**src/rtl/dmem_arbiter_if.sv**
```systemverilog
// Bus bundle between the two requesters, the arbiter and the data memory.
// The arbiter uses the slave view; the requester/memory side uses master.
interface dmem_arbiter_if #(
  parameter int DATA_W = 32,
  parameter int ADDR_W = 32
);
  logic              req0;
  logic              we0;
  logic [ADDR_W-1:0] addr0;
  logic [DATA_W-1:0] wdata0;
  logic              ack0;
  logic [DATA_W-1:0] rdata0;
  logic              err0;
  logic              stall0;

  logic              req1;
  logic              we1;
  logic [ADDR_W-1:0] addr1;
  logic [DATA_W-1:0] wdata1;
  logic              ack1;
  logic [DATA_W-1:0] rdata1;
  logic              err1;

  logic              mem_read;
  logic              mem_write;
  logic [ADDR_W-1:0] mem_address;
  logic [DATA_W-1:0] mem_write_data;
  logic [DATA_W-1:0] mem_read_data;

  modport slave (
    input  req0, we0, addr0, wdata0,
    input  req1, we1, addr1, wdata1,
    input  mem_read_data,
    output ack0, rdata0, err0, stall0,
    output ack1, rdata1, err1,
    output mem_read, mem_write, mem_address, mem_write_data
  );

  modport master (
    output req0, we0, addr0, wdata0,
    output req1, we1, addr1, wdata1,
    output mem_read_data,
    input  ack0, rdata0, err0, stall0,
    input  ack1, rdata1, err1,
    input  mem_read, mem_write, mem_address, mem_write_data
  );
endinterface

```
**src/rtl/dmem_arbiter.sv**
```systemverilog
// Two-port round-robin arbiter/sequencer for the word-addressed data memory:
// one request latched at a time, one memory cycle, one-cycle ack.
//
// state  | meaning
// IDLE   | sample requests, arbitrate, latch the granted request
// ACCESS | drive memory for exactly one cycle, capture read data
// RESP   | pulse ack/err/rdata on the granted port
module dmem_arbiter #(
  parameter int DATA_W = 32,
  parameter int ADDR_W = 32,
  parameter int DEPTH  = 1024
) (
  input logic          clk,
  input logic          rst,
  dmem_arbiter_if.slave bus
);

  typedef enum logic [1:0] {
    IDLE   = 2'd0,
    ACCESS = 2'd1,
    RESP   = 2'd2
  } state_t;

  localparam logic [ADDR_W-1:0] DEPTH_A = ADDR_W'(DEPTH);

  state_t            state_q, state_d;
  logic              last_grant_q, last_grant_d;
  logic              id_q, id_d;
  logic              we_q, we_d;
  logic [ADDR_W-1:0] addr_q, addr_d;
  logic [DATA_W-1:0] wdata_q, wdata_d;
  logic              in_range_q, in_range_d;
  logic [DATA_W-1:0] rdata_q, rdata_d;

  logic              grant;
  logic              sel_we;
  logic [ADDR_W-1:0] sel_addr;
  logic [DATA_W-1:0] sel_wdata;
  logic              in_access;
  logic              in_resp;
  logic              ack0;
  logic              ack1;

  always_ff @(posedge clk) begin
    if (rst) begin
      state_q      <= IDLE;
      last_grant_q <= 1'b1;
      id_q         <= 1'b0;
      we_q         <= 1'b0;
      addr_q       <= '0;
      wdata_q      <= '0;
      in_range_q   <= 1'b0;
      rdata_q      <= '0;
    end else begin
      state_q      <= state_d;
      last_grant_q <= last_grant_d;
      id_q         <= id_d;
      we_q         <= we_d;
      addr_q       <= addr_d;
      wdata_q      <= wdata_d;
      in_range_q   <= in_range_d;
      rdata_q      <= rdata_d;
    end
  end

  // On a tie the port not granted last wins; otherwise the lone requester.
  always_comb begin
    grant = (bus.req0 && bus.req1) ? ~last_grant_q : bus.req1;
    sel_we    = grant ? bus.we1    : bus.we0;
    sel_addr  = grant ? bus.addr1  : bus.addr0;
    sel_wdata = grant ? bus.wdata1 : bus.wdata0;
  end

  always_comb begin
    state_d      = state_q;
    last_grant_d = last_grant_q;
    id_d         = id_q;
    we_d         = we_q;
    addr_d       = addr_q;
    wdata_d      = wdata_q;
    in_range_d   = in_range_q;
    rdata_d      = rdata_q;
    unique case (state_q)
      IDLE: begin
        if (bus.req0 || bus.req1) begin
          id_d         = grant;
          last_grant_d = grant;
          we_d         = sel_we;
          addr_d       = sel_addr;
          wdata_d      = sel_wdata;
          in_range_d   = (sel_addr < DEPTH_A);
          state_d      = ACCESS;
        end
      end
      ACCESS: begin
        rdata_d = (!we_q && in_range_q) ? bus.mem_read_data : '0;
        state_d = RESP;
      end
      RESP: begin
        state_d = IDLE;
      end
      default: begin
        state_d = IDLE;
      end
    endcase
  end

  assign in_access = (state_q == ACCESS);
  assign in_resp   = (state_q == RESP);

  // Enables are gated by rst so an access cut short by reset never commits.
  assign bus.mem_read       = in_access && !we_q && in_range_q && !rst;
  assign bus.mem_write      = in_access &&  we_q && in_range_q && !rst;
  assign bus.mem_address    = addr_q;
  assign bus.mem_write_data = wdata_q;

  assign ack0 = in_resp && !id_q;
  assign ack1 = in_resp &&  id_q;

  assign bus.ack0   = ack0;
  assign bus.ack1   = ack1;
  assign bus.rdata0 = ack0 ? rdata_q : '0;
  assign bus.rdata1 = ack1 ? rdata_q : '0;
  assign bus.err0   = ack0 && !in_range_q;
  assign bus.err1   = ack1 && !in_range_q;
  assign bus.stall0 = bus.req0 && !ack0;

endmodule

```
**src/flat_wrapper.sv**
```systemverilog
// flat-port wrapper written by rule: the top's interface ports become plain ports
module dmem_arbiter_flat 
#(
  parameter int DATA_W = 32,
  parameter int ADDR_W = 32,
  parameter int DEPTH  = 1024
)
  (clk, rst, bus_req0, bus_we0, bus_addr0, bus_wdata0, bus_req1, bus_we1, bus_addr1, bus_wdata1, bus_mem_read_data, bus_ack0, bus_rdata0, bus_err0, bus_stall0, bus_ack1, bus_rdata1, bus_err1, bus_mem_read, bus_mem_write, bus_mem_address, bus_mem_write_data);
  dmem_arbiter_if #(.DATA_W(DATA_W), .ADDR_W(ADDR_W)) bus_i ();
  input logic clk;
  input logic rst;
  input wire logic [$bits(bus_i.req0)-1:0] bus_req0;
  input wire logic [$bits(bus_i.we0)-1:0] bus_we0;
  input wire logic [$bits(bus_i.addr0)-1:0] bus_addr0;
  input wire logic [$bits(bus_i.wdata0)-1:0] bus_wdata0;
  input wire logic [$bits(bus_i.req1)-1:0] bus_req1;
  input wire logic [$bits(bus_i.we1)-1:0] bus_we1;
  input wire logic [$bits(bus_i.addr1)-1:0] bus_addr1;
  input wire logic [$bits(bus_i.wdata1)-1:0] bus_wdata1;
  input wire logic [$bits(bus_i.mem_read_data)-1:0] bus_mem_read_data;
  output wire logic [$bits(bus_i.ack0)-1:0] bus_ack0;
  output wire logic [$bits(bus_i.rdata0)-1:0] bus_rdata0;
  output wire logic [$bits(bus_i.err0)-1:0] bus_err0;
  output wire logic [$bits(bus_i.stall0)-1:0] bus_stall0;
  output wire logic [$bits(bus_i.ack1)-1:0] bus_ack1;
  output wire logic [$bits(bus_i.rdata1)-1:0] bus_rdata1;
  output wire logic [$bits(bus_i.err1)-1:0] bus_err1;
  output wire logic [$bits(bus_i.mem_read)-1:0] bus_mem_read;
  output wire logic [$bits(bus_i.mem_write)-1:0] bus_mem_write;
  output wire logic [$bits(bus_i.mem_address)-1:0] bus_mem_address;
  output wire logic [$bits(bus_i.mem_write_data)-1:0] bus_mem_write_data;
  assign bus_i.req0 = bus_req0;
  assign bus_i.we0 = bus_we0;
  assign bus_i.addr0 = bus_addr0;
  assign bus_i.wdata0 = bus_wdata0;
  assign bus_i.req1 = bus_req1;
  assign bus_i.we1 = bus_we1;
  assign bus_i.addr1 = bus_addr1;
  assign bus_i.wdata1 = bus_wdata1;
  assign bus_i.mem_read_data = bus_mem_read_data;
  assign bus_ack0 = bus_i.ack0;
  assign bus_rdata0 = bus_i.rdata0;
  assign bus_err0 = bus_i.err0;
  assign bus_stall0 = bus_i.stall0;
  assign bus_ack1 = bus_i.ack1;
  assign bus_rdata1 = bus_i.rdata1;
  assign bus_err1 = bus_i.err1;
  assign bus_mem_read = bus_i.mem_read;
  assign bus_mem_write = bus_i.mem_write;
  assign bus_mem_address = bus_i.mem_address;
  assign bus_mem_write_data = bus_i.mem_write_data;
  dmem_arbiter #(.DATA_W(DATA_W), .ADDR_W(ADDR_W), .DEPTH(DEPTH)) u_core (.clk(clk), .rst(rst), .bus(bus_i));
endmodule
```
**config.mk**
```make
export PLATFORM = sky130hd
export DESIGN_NAME = dmem_arbiter_flat
export DESIGN_NICKNAME = d
export VERILOG_FILES = /design/src/rtl/dmem_arbiter_if.sv /design/src/rtl/dmem_arbiter.sv /design/src/flat_wrapper.sv
export SDC_FILE = /design/constraint.sdc
export NUM_CORES = 1
export LEC_CHECK = 0
export BUFFER_PORTS_ARGS = -buffer_cell sky130_fd_sc_hd__buf_2
export CORE_ASPECT_RATIO = 0.5
export CORE_MARGIN = 2
export CORE_UTILIZATION = 43
export DETAILED_ROUTE_END_ITERATION = 8
export PLACE_DENSITY = 0.89
export REMOVE_ABC_BUFFERS = 1
export SYNTH_ARGS = -nofsm -noshare
export SYNTH_HDL_FRONTEND = slang
export SYNTH_SLANG_ARGS = --single-unit
```
**constraint.sdc**
```tcl
create_clock -name clk -period 1.9 [get_ports clk]
set_clock_uncertainty 0.2 [all_clocks]
set_input_delay 0.38 -clock clk [delete_from_list [all_inputs] [get_ports clk]]
set_output_delay 0.38 -clock clk [all_outputs]
set_load 0.02 [all_outputs]
```
==> results.sh <==
export IMPL_status="finished with violations"
export IMPL_violations="setup timing"
export IMPL_tritoncts="done"
export IMPL_drt_iter0_markers=239
export IMPL_slowest_stage="dfxtp_2"
export IMPL_clk_transition_reported_paths_ns=0.07
export IMPL_ys_types=30
export IMPL_relSlewSlack=0.765
export IMPL_wirelength_um=15700
export IMPL_cts_path_max_buffers=2
export IMPL_postRouteAntennaNets=0
export IMPL_swShare=0.293
export IMPL_slew_viol_final=0
export IMPL_antennaDiodeCount=0
export IMPL_critPathMaxFanout=6
export IMPL_ios=301
export IMPL_comb_power_share=0.235
export IMPL_leakage_uw=0.00351
export IMPL_hp_class="in2reg"
export IMPL_drcViolationCount=0
export IMPL_rows=26
export IMPL_critPathCaptureType="primary output"
export IMPL_power_density_mw_per_mm2=748
export IMPL_cp_data_required_time_ns=1.32
export IMPL_nFillCells=769
export IMPL_netlist_instances=476
export IMPL_cp_startpoint="u_core.state_q[1]"
export IMPL_vdd_drop_max_v=0.000489
export IMPL_core_mm2=0.0103
export IMPL_grt_pass1_vias=4717
export IMPL_place_gp_congestion=0.906
export IMPL_min_from="bus_mem_read_data[0]"
export IMPL_ys_seq_area_frac=0.440
export IMPL_fmax_mhz=481
export IMPL_rsz0062_at_grt="true"
export IMPL_cap_viol_max_count=0
export IMPL_p_switching_uw=1610
export IMPL_die_area_mm2=0.0117
export IMPL_hold_viol_final=0
export IMPL_hold_slack_ns=0.0664
export IMPL_postLayoutSetupSlackWorst_ns=-0.179
export IMPL_reg2reg_from="u_core.state_q[1]"
export IMPL_die_x_um=151
export IMPL_grt_total_usage=0.253
export IMPL_synth_warnings=0
export IMPL_cpMostUsedCell="buf_4"
export IMPL_grt_pass1_wl_um=23300
export IMPL_vias_per_cell=5.24
export IMPL_clk_latency_ns=0.33
export IMPL_overflow=0
export IMPL_worstSetupStartpointType="register"
export IMPL_multi_input_area_mm2=0.00250
export IMPL_path_cells="inv_4 -> nor3b_4 -> buf_6 -> buf_4 -> and2_1 -> buf_4"
export IMPL_p_int_uw=3880
export IMPL_cts_buffers=9
export IMPL_pwr_share_seq=0.438
export IMPL_setup_viol=71
export IMPL_cp_arrival_ns=1.50
export IMPL_final_cell_mix="230 x buf_2, 99 x dfxtp_1, 71 x buf_6"
export IMPL_cts_root_buf="clkbuf_16"
export IMPL_synth_top_cell_area_share=0.440
export IMPL_layout_drive_gt1_share=0.522
export IMPL_final_common_cell="buf_2"
export IMPL_dp_hpwl_um=11100
export IMPL_die_height_um=77.4
export IMPL_cts_sinks=102
export IMPL_io_buffers=300
export IMPL_period_needed_ns=2.08
export IMPL_synth_seq_cells=102
export IMPL_tightest_slew_ns=0.349
export IMPL_h_tree_depth=3
export IMPL_seq_area_mm2=0.00205
export IMPL_wire_per_inst_um=17.0
export IMPL_grt_max_degree=55
export IMPL_avgSynthCellArea_um2=9.74
export IMPL_antenna_found_initial=0
export IMPL_critical_path_buf_inv_count=4
export IMPL_critical_path_max_stage_delay_ns=0.36
export IMPL_fin_tns_setup_ns=-8.48
export IMPL_dr_pass1_iters=4
export IMPL_syn_to_final_growth_pct=58.3
export IMPL_critical_path_class="reg2out"
export IMPL_yosys_top_cells_area="dfxtp_1 44%, mux2i_1 14%, a211oi_1 9.1%, and2_1 8.6%, a22o_1 6.0%"
export IMPL_period_share=1.09
export IMPL_pwr_share_clk=0.327
export IMPL_synth_largest_area_cell="dfxtp_1"
export IMPL_vias=4835
export IMPL_start_util=0.448
export IMPL_synthesis_area_mm2=0.00464
export IMPL_cp_top_family="buffers and inverters"
export IMPL_fin_nets=943
## power by group through the flow
stage	Clock, uW	Sequential [uW]	Combinational (uW)
final	1790	2410	1290
after global routing	1940	2420	1390
after CTS	1840	2400	1250
after detailed placement	0	2450	1240
after global placement	0	2440	1210
after floorplan	0	2640	536
## repair_timing
item                       4_1_cts  5_1_grt
gates resized for setup        154       38
hold buffers                     0        0
cloned                           3        2
setup endpoints to repair       70       78
buffers inserted                 3        4
pin swaps                       11        2
## cells in the mapped netlist
cell and n:
o21a_1 1, a21oi_1 3, buf_4 10, nor3_2 1, nand2_1 5, buf_2 15, nor3b_2 2, o32ai_1 1
clkbuf_4 1, nor2_2 1, inv_1 1, nor4_1 11, and3_1 1, and4_1 2, a211oi_1 56, a21boi_1 1
a211oi_2 9, a31oi_1 2, nor2b_1 2, a22o_1 32, nor2_1 67, clkbuf_1 14, mux2i_1 65, nand2b_1 1
buf_1 1, buf_6 2, o21ai_0 1, and2_1 64, dfxtp_1 102, nor3_1 2
## worst paths after layout
check,slack (ns),depth (start not counted),to
setup / recovery,-0.18,6,bus_rdata1[7]
hold / removal,0.07,2,u_core.rdata_q[0]
setup reg to reg,0.12,8,u_core.rdata_q[15]
hold reg to reg,0.29,2,u_core.bus.mem_address[27]
## metrics by stage
stage / util / setup WS, ns / power, uW / instance area (um2) / instances
after floorplan: - / -4.31 / 3170 / 4400 / 433
after global placement: 0.614 / 0.129 / 3650 / 6360 / 894
after detailed placement: 0.614 / 0.104 / 3680 / 6360 / 894
after CTS: 0.691 / -0.185 / 5490 / 7150 / 916
after global routing: 0.709 / -0.250 / 5760 / 7340 / 922
final: 0.709 / -0.179 / 5490 / 7340 / 922
## flip-flops by register name (all words and copies together), names as in the netlist
name and cells:
u_core.id_q 1, u_core.bus.mem_address 32, u_core.last_grant_q 1, u_core.in_range_q 1
u_core.we_q 1, u_core.rdata_q 32, u_core.state_q 2, u_core.bus.mem_write_data 32
## layer usage
metal,vias to the layer above,global-route usage,routed length [um],part of all wire
li1,2329,-,-,-
met3,43,0.0641,1110,0.071
met1,2249,0.283,6070,0.39
met4,0,0.105,446,0.028
met5,-,0,0,0
met2,214,0.458,8070,0.51
## logic make-up (layout without fill, tap and decap cells)
group	count (synthesis)	in the layout	share of synthesized area
compound gates	106	106	0.188
buf+inv	44	350	0.0518
flops	102	102	0.440
mux	65	65	0.140
simple gates	159	159	0.180
## area by class of cell
cell class	count	area share
Timing Repair Buffer	333	0.316
Clock inverter	6	0.00835
Clock buffer	10	0.0312
Sequential cell	102	0.279
Multi-Input combinational cell	330	0.341
Tap cell	140	0.0239
Inverter	1	0.000852
## worst reg2reg max path, cell delays in order, from the launching register on
cell,delay (ns)
dfxtp_2,0.34
buf_4,0.13
nor3b_2,0.18
nand2_1,0.12
nor2_4,0.13
buf_4,0.12
buf_4,0.10
buf_6,0.21
a22o_1,0.19
(Power assumes the default switching activity.)
